==> src/rtl/pipe_stage_elastic_pkg.sv <==
// Shared types for the elastic pipeline stage: stage state encoding and
// the packed payload structs that inter-stage registers carry.
package pipe_stage_elastic_pkg;

    // Encoding doubles as the occupancy count (0, 1 or 2 held entries).
    typedef enum logic [1:0] {
        STAGE_EMPTY = 2'd0,
        STAGE_ONE   = 2'd1,
        STAGE_TWO   = 2'd2
    } lc3b_stage_state;

    // Number of entries a stage can hold (main + skid).
    localparam int unsigned StageDepth = 2;

    // IF/ID payload: fetched instruction and its address.
    typedef struct packed {
        logic [15:0] pc;
        logic [15:0] ir;
    } lc3b_if_id_payload;

    // ID/EX payload: decoded control word plus operands.
    typedef struct packed {
        logic [15:0] pc;
        logic [15:0] sr1_val;
        logic [15:0] sr2_val;
        logic [15:0] imm;
        logic [2:0]  dr;
        logic [3:0]  alu_op;
        logic        ld_reg;
        logic        ld_cc;
        logic        mem_rd;
        logic        mem_wr;
    } lc3b_id_ex_payload;

    // EX/MEM payload: ALU result and memory request.
    typedef struct packed {
        logic [15:0] alu_out;
        logic [15:0] st_data;
        logic [2:0]  dr;
        logic        ld_reg;
        logic        ld_cc;
        logic        mem_rd;
        logic        mem_wr;
    } lc3b_ex_mem_payload;

    // MEM/WB payload: write-back value and destination.
    typedef struct packed {
        logic [15:0] wb_val;
        logic [2:0]  dr;
        logic        ld_reg;
        logic        ld_cc;
    } lc3b_mem_wb_payload;

    localparam int unsigned IfIdPayloadW  = $bits(lc3b_if_id_payload);
    localparam int unsigned IdExPayloadW  = $bits(lc3b_id_ex_payload);
    localparam int unsigned ExMemPayloadW = $bits(lc3b_ex_mem_payload);
    localparam int unsigned MemWbPayloadW = $bits(lc3b_mem_wb_payload);

    // Occupancy count for a given state.
    function automatic logic [1:0] stage_occupancy(lc3b_stage_state s);
        return logic'(s == STAGE_ONE) ? 2'd1 : (s == STAGE_TWO) ? 2'd2 : 2'd0;
    endfunction

endpackage

==> src/rtl/pipe_stage_slot.sv <==
// One payload register of the elastic stage: load-enabled, async
// active-low reset to RESET_VALUE.
module pipe_stage_slot #(
    parameter int unsigned       WIDTH       = 16,
    parameter logic [WIDTH-1:0]  RESET_VALUE = '0
) (
    input  logic             clk,
    input  logic             rst_n,
    input  logic             load_i,
    input  logic [WIDTH-1:0] d_i,
    output logic [WIDTH-1:0] q_o
);

    logic [WIDTH-1:0] data_q;

    // Capture d_i when load_i is asserted, otherwise hold.
    always_ff @(posedge clk or negedge rst_n) begin
        if (!rst_n) begin
            data_q <= RESET_VALUE;
        end else if (load_i) begin
            data_q <= d_i;
        end
    end

    assign q_o = data_q;

endmodule

==> src/rtl/pipe_stage_elastic.sv <==
// Elastic WIDTH-bit pipeline stage with valid/ready handshakes, a 2-entry
// skid buffer, synchronous flush and a legacy stall input. in_ready is
// registered so the stall path back through the pipeline is cut here.
// Optional performance counters: define PIPE_STAGE_PERF_EN.
module pipe_stage_elastic
    import pipe_stage_elastic_pkg::*;
#(
    parameter int unsigned       WIDTH       = 16,
    parameter logic [WIDTH-1:0]  RESET_VALUE = '0,
    parameter int unsigned       CNT_W       = 16
) (
    input  logic             clk,
    input  logic             rst_n,
    input  logic             in_valid,
    output logic             in_ready,
    input  logic [WIDTH-1:0] in_data,
    output logic             out_valid,
    input  logic             out_ready,
    output logic [WIDTH-1:0] out_data,
    input  logic             stall,
    input  logic             flush,
`ifdef PIPE_STAGE_PERF_EN
    output logic [CNT_W-1:0] stall_cycles,
    output logic [CNT_W-1:0] bubble_cycles,
`endif
    output logic [1:0]       occupancy
);

    // Elaboration-time parameter sanity checks.
    if (WIDTH < 1) begin : g_bad_width
        $error("pipe_stage_elastic: WIDTH must be at least 1");
    end
    if (CNT_W < 1) begin : g_bad_cnt_w
        $error("pipe_stage_elastic: CNT_W must be at least 1");
    end

    lc3b_stage_state state_q, state_d;
    logic            in_ready_q, in_ready_d;

    logic             in_fire, out_fire;
    logic             main_load, skid_load;
    logic [WIDTH-1:0] main_d, main_q, skid_q;

    assign in_ready  = in_ready_q;
    assign out_valid = (state_q != STAGE_EMPTY) & ~flush;
    assign in_fire   = in_valid & in_ready_q;
    assign out_fire  = out_valid & out_ready & ~stall;
    assign out_data  = main_q;
    assign occupancy = stage_occupancy(state_q);

    // Next state and register load decisions; flush squashes everything.
    always_comb begin
        state_d   = state_q;
        main_load = 1'b0;
        skid_load = 1'b0;
        main_d    = in_data;
        if (flush) begin
            state_d = STAGE_EMPTY;
        end else begin
            unique case (state_q)
                STAGE_EMPTY: begin
                    if (in_fire) begin
                        state_d   = STAGE_ONE;
                        main_load = 1'b1;
                    end
                end
                STAGE_ONE: begin
                    if (in_fire && !out_fire) begin
                        state_d   = STAGE_TWO;
                        skid_load = 1'b1;
                    end else if (in_fire && out_fire) begin
                        main_load = 1'b1;
                    end else if (out_fire) begin
                        state_d = STAGE_EMPTY;
                    end
                end
                STAGE_TWO: begin
                    // in_ready is low here, so only the drain case exists.
                    if (out_fire) begin
                        state_d   = STAGE_ONE;
                        main_load = 1'b1;
                        main_d    = skid_q;
                    end
                end
                default: state_d = STAGE_EMPTY;
            endcase
        end
        in_ready_d = (state_d != STAGE_TWO);
    end

    // State and registered in_ready.
    always_ff @(posedge clk or negedge rst_n) begin
        if (!rst_n) begin
            state_q    <= STAGE_EMPTY;
            in_ready_q <= 1'b1;
        end else begin
            state_q    <= state_d;
            in_ready_q <= in_ready_d;
        end
    end

    pipe_stage_slot #(
        .WIDTH       (WIDTH),
        .RESET_VALUE (RESET_VALUE)
    ) u_main (
        .clk    (clk),
        .rst_n  (rst_n),
        .load_i (main_load),
        .d_i    (main_d),
        .q_o    (main_q)
    );

    pipe_stage_slot #(
        .WIDTH       (WIDTH),
        .RESET_VALUE (RESET_VALUE)
    ) u_skid (
        .clk    (clk),
        .rst_n  (rst_n),
        .load_i (skid_load),
        .d_i    (in_data),
        .q_o    (skid_q)
    );

`ifdef PIPE_STAGE_PERF_EN
    logic [CNT_W-1:0] stall_cycles_q, bubble_cycles_q;
    logic             stall_event, bubble_event;

    assign stall_event  = out_valid & ~(out_ready & ~stall);
    assign bubble_event = (state_q == STAGE_EMPTY);

    // Saturating counters; only reset clears them, flush does not.
    always_ff @(posedge clk or negedge rst_n) begin
        if (!rst_n) begin
            stall_cycles_q  <= '0;
            bubble_cycles_q <= '0;
        end else begin
            if (stall_event && (stall_cycles_q != {CNT_W{1'b1}})) begin
                stall_cycles_q <= stall_cycles_q + CNT_W'(1);
            end
            if (bubble_event && (bubble_cycles_q != {CNT_W{1'b1}})) begin
                bubble_cycles_q <= bubble_cycles_q + CNT_W'(1);
            end
        end
    end

    assign stall_cycles  = stall_cycles_q;
    assign bubble_cycles = bubble_cycles_q;
`endif

endmodule

==> config.mk <==
export PLATFORM = sky130hd
export DESIGN_NAME = pipe_stage_elastic
export DESIGN_NICKNAME = d
export VERILOG_FILES = /design/src/rtl/pipe_stage_elastic_pkg.sv /design/src/rtl/pipe_stage_slot.sv /design/src/rtl/pipe_stage_elastic.sv
export SDC_FILE = /design/constraint.sdc
export NUM_CORES = 1
export LEC_CHECK = 0
export BUFFER_PORTS_ARGS = -buffer_cell sky130_fd_sc_hd__buf_2
export CAP_MARGIN = 20
export CORE_MARGIN = 5
export CORE_UTILIZATION = 55
export DETAILED_ROUTE_END_ITERATION = 12
export PLACE_DENSITY = 0.83
export SLEW_MARGIN = 20
export SYNTH_ARGS = -nofsm -noshare
export SYNTH_HDL_FRONTEND = slang
export SYNTH_SLANG_ARGS = --single-unit
==> constraint.sdc <==
create_clock -name clk -period 3.5 [get_ports clk]
set_clock_uncertainty 0.1 [all_clocks]
set_input_delay 0.7 -clock clk [delete_from_list [all_inputs] [get_ports clk]]
set_output_delay 0.7 -clock clk [all_outputs]
set_load 0.05 [all_outputs]
==> qor.csv <==
metric,value,unit
ys_ff_latch,35,
mostFrequentLayoutCells,"buf_2, dfrtp_1, nor2_1",
ioPinCount,42,
cts_max_level,2,
post_cts_resized,0,
die_w,64.05,um
min_period,2.119,ns
coreArea,0.002781,sq mm
n_antenna_cell,0,
startpoint_type,flip-flop,
wl,2987,um
synth_seq_area_share,0.5460,
layout_commonest_cell,buf_2,
synth_top_area_frac,0.5296,
crit_required,2.70,ns
syn_inst,125,
critPathSlowestCell,dfrtp_1,
avgSynthCellArea,12.85,sq um
r2r_slack,1.39,ns
holdCritPathClass,in2async,
cap_violations,0,
first_pass_iters,3,
overflow,0,
power,1.318,mW
rsz0062_at_grt,false,
die_h,64.05,um
clock_sinks,35,
grt_usage,0.1673,
post-route-period-util,0.6055,
fillers,212,
path_clk_slew,0.11,ns
vias,1070,
insertion_delay,0.33,ns
ant_nets,0,
synthesis.area,0.001607,sq mm
drv_slew,0,
crit_path_max_incr_delay,0.46,ns
fmax,471.9,MHz
gp_routability_congestion,0.6948,
peakVddDrop,0.0004153,V
start_util,0.5776,
p_leak,0.8543,nW
cts_buffers,5,
hold_viol,0,
area_delta_synth_final,18.46,%
vias_per_cell,5.297,
grt_pass1_wl,5375,um
drt-initial-drc-count,20,
grt_pass1_vias,1175,
power_density,692.8,mW/mm^2
setup_viol,0,
path_cells,"and2b_1, buf_2",
post_cts_buffers,0,
clockBufferDepth,2,
crit_arrival,1.32,ns
crit_type,reg2out,
dp_hpwl,2246,um
yosysWarnings,0,
hold_buffers,0,
grt_max_degree,36,
drive_gt1_frac,0.3977,
synth_cell_types,24,
worst_pin_slew,0.7606,ns
synthTopCellsByArea,"dfrtp_1, mux2_1, mux2i_1, a21oi_2, nor2_1",
relSlewSlack,0.4930,
die_area,0.004102,sq mm
antenna_found_initial,0,
status,"complete, no violations",
tns,0,ns
finish.net_count,192,
cts_tree,yes,
avgRoutedWirePerCell,14.79,um
synth_area_leader_cell,dfrtp_1,
synth.net_count,147,
ctsRootBufferMaster,clkbuf_4,
drc_errors,0,
rows,19,
cp_max_fo,6,
port_buffers,41,
end_kind,output port,
-- cells by family (layout without fill, tap and decap cells) --
group,after synthesis,in the layout,share of synthesized area
multiplexers,32,32,0.2118
AO/OA/AOI/OAI,22,22,0.1067
AND/OR/NAND/NOR,29,29,0.1044
flip-flops,35,35,0.5460
buffers and inverters,7,53,0.03115
-- registers in the layout (all words and copies together) (netlist names) --
signal,count
state_q,2
u_main.q_o,16
in_ready,1
u_skid.q_o,16
-- worst max-delay path, delay by kind of cell, from the launching register on --
kind,cells,cell delay [ns]
DFF,1,0.46
buffers and inverters,1,0.27
and+or+nand+nor,1,0.26
-- cells in the mapped netlist, drive strengths merged --
master,count
or2,1
dfstp,1
a221oi,1
nand2b,2
nand3b,1
buf,5
inv,2
nor2,20
and2b,1
o21bai,2
a21o,2
nor3,1
nand3,1
mux2,16
mux2i,16
a21oi,17
and3,1
nand2,1
dfrtp,34
-- per-layer routing --
metal / vias up / part of all wire / GRT usage
li1: 524 / - / -
met1: 519 / 0.41 / 0.1920
met2: 25 / 0.52 / 0.2839
met3: 2 / 0.061 / 0.04553
met4: 0 / 0.0064 / 0.08571
met5: - / 0 / 0
-- final cells by class --
cell class | instances | area, sq um | area share
well taps | 31 | 38.79 | 0.02038
multi-input cells | 83 | 690.7 | 0.3629
repair buffers | 43 | 220.2 | 0.1157
clock buffers | 8 | 68.82 | 0.03616
flip-flops and latches | 35 | 877.1 | 0.4609
inverters | 2 | 7.507 | 0.003945
-- final timing paths --
kind	startpoint	to	cells after the start
worst min register to register	u_skid.q_o[4]$_DFFE_PN0P_	u_skid.q_o[4]$_DFFE_PN0P_	1
worst min-delay path	rst_n	state_q[1]$_DFF_PN0_	1
max in group asynchronous	rst_n	u_main.q_o[14]$_DFFE_PN0P_	1
min in group clk	u_skid.q_o[4]$_DFFE_PN0P_	u_skid.q_o[4]$_DFFE_PN0P_	1
worst max register to register	in_ready$_DFF_PN1_	u_main.q_o[4]$_DFFE_PN0P_	5
worst max-delay path	state_q[1]$_DFF_PN0_	occupancy[0]	2
-- stage by stage --
step | setup slack (ns) | util | std cells | area [sq um] | hold WS, ns
floorplan | 1.346 | - | 125 | 1607 | 0.3044
global placement | 1.217 | 0.6595 | 194 | 1834 | 0.3665
finish | 1.381 | 0.6842 | 202 | 1903 | 0.3360
global route | 1.257 | 0.6842 | 202 | 1903 | 0.3959
detailed placement | 1.130 | 0.6595 | 194 | 1834 | 0.3780
CTS | 1.355 | 0.6842 | 202 | 1903 | 0.3378
-- power breakdown --
part / internal, mW / switching [mW] / leakage [nW]
combinational: 0.140 / 0.327 / 0.410
clock: 0.118 / 0.126 / 0.0386
sequential: 0.536 / 0.0705 / 0.406
Power figures use the tool's default switching activity.
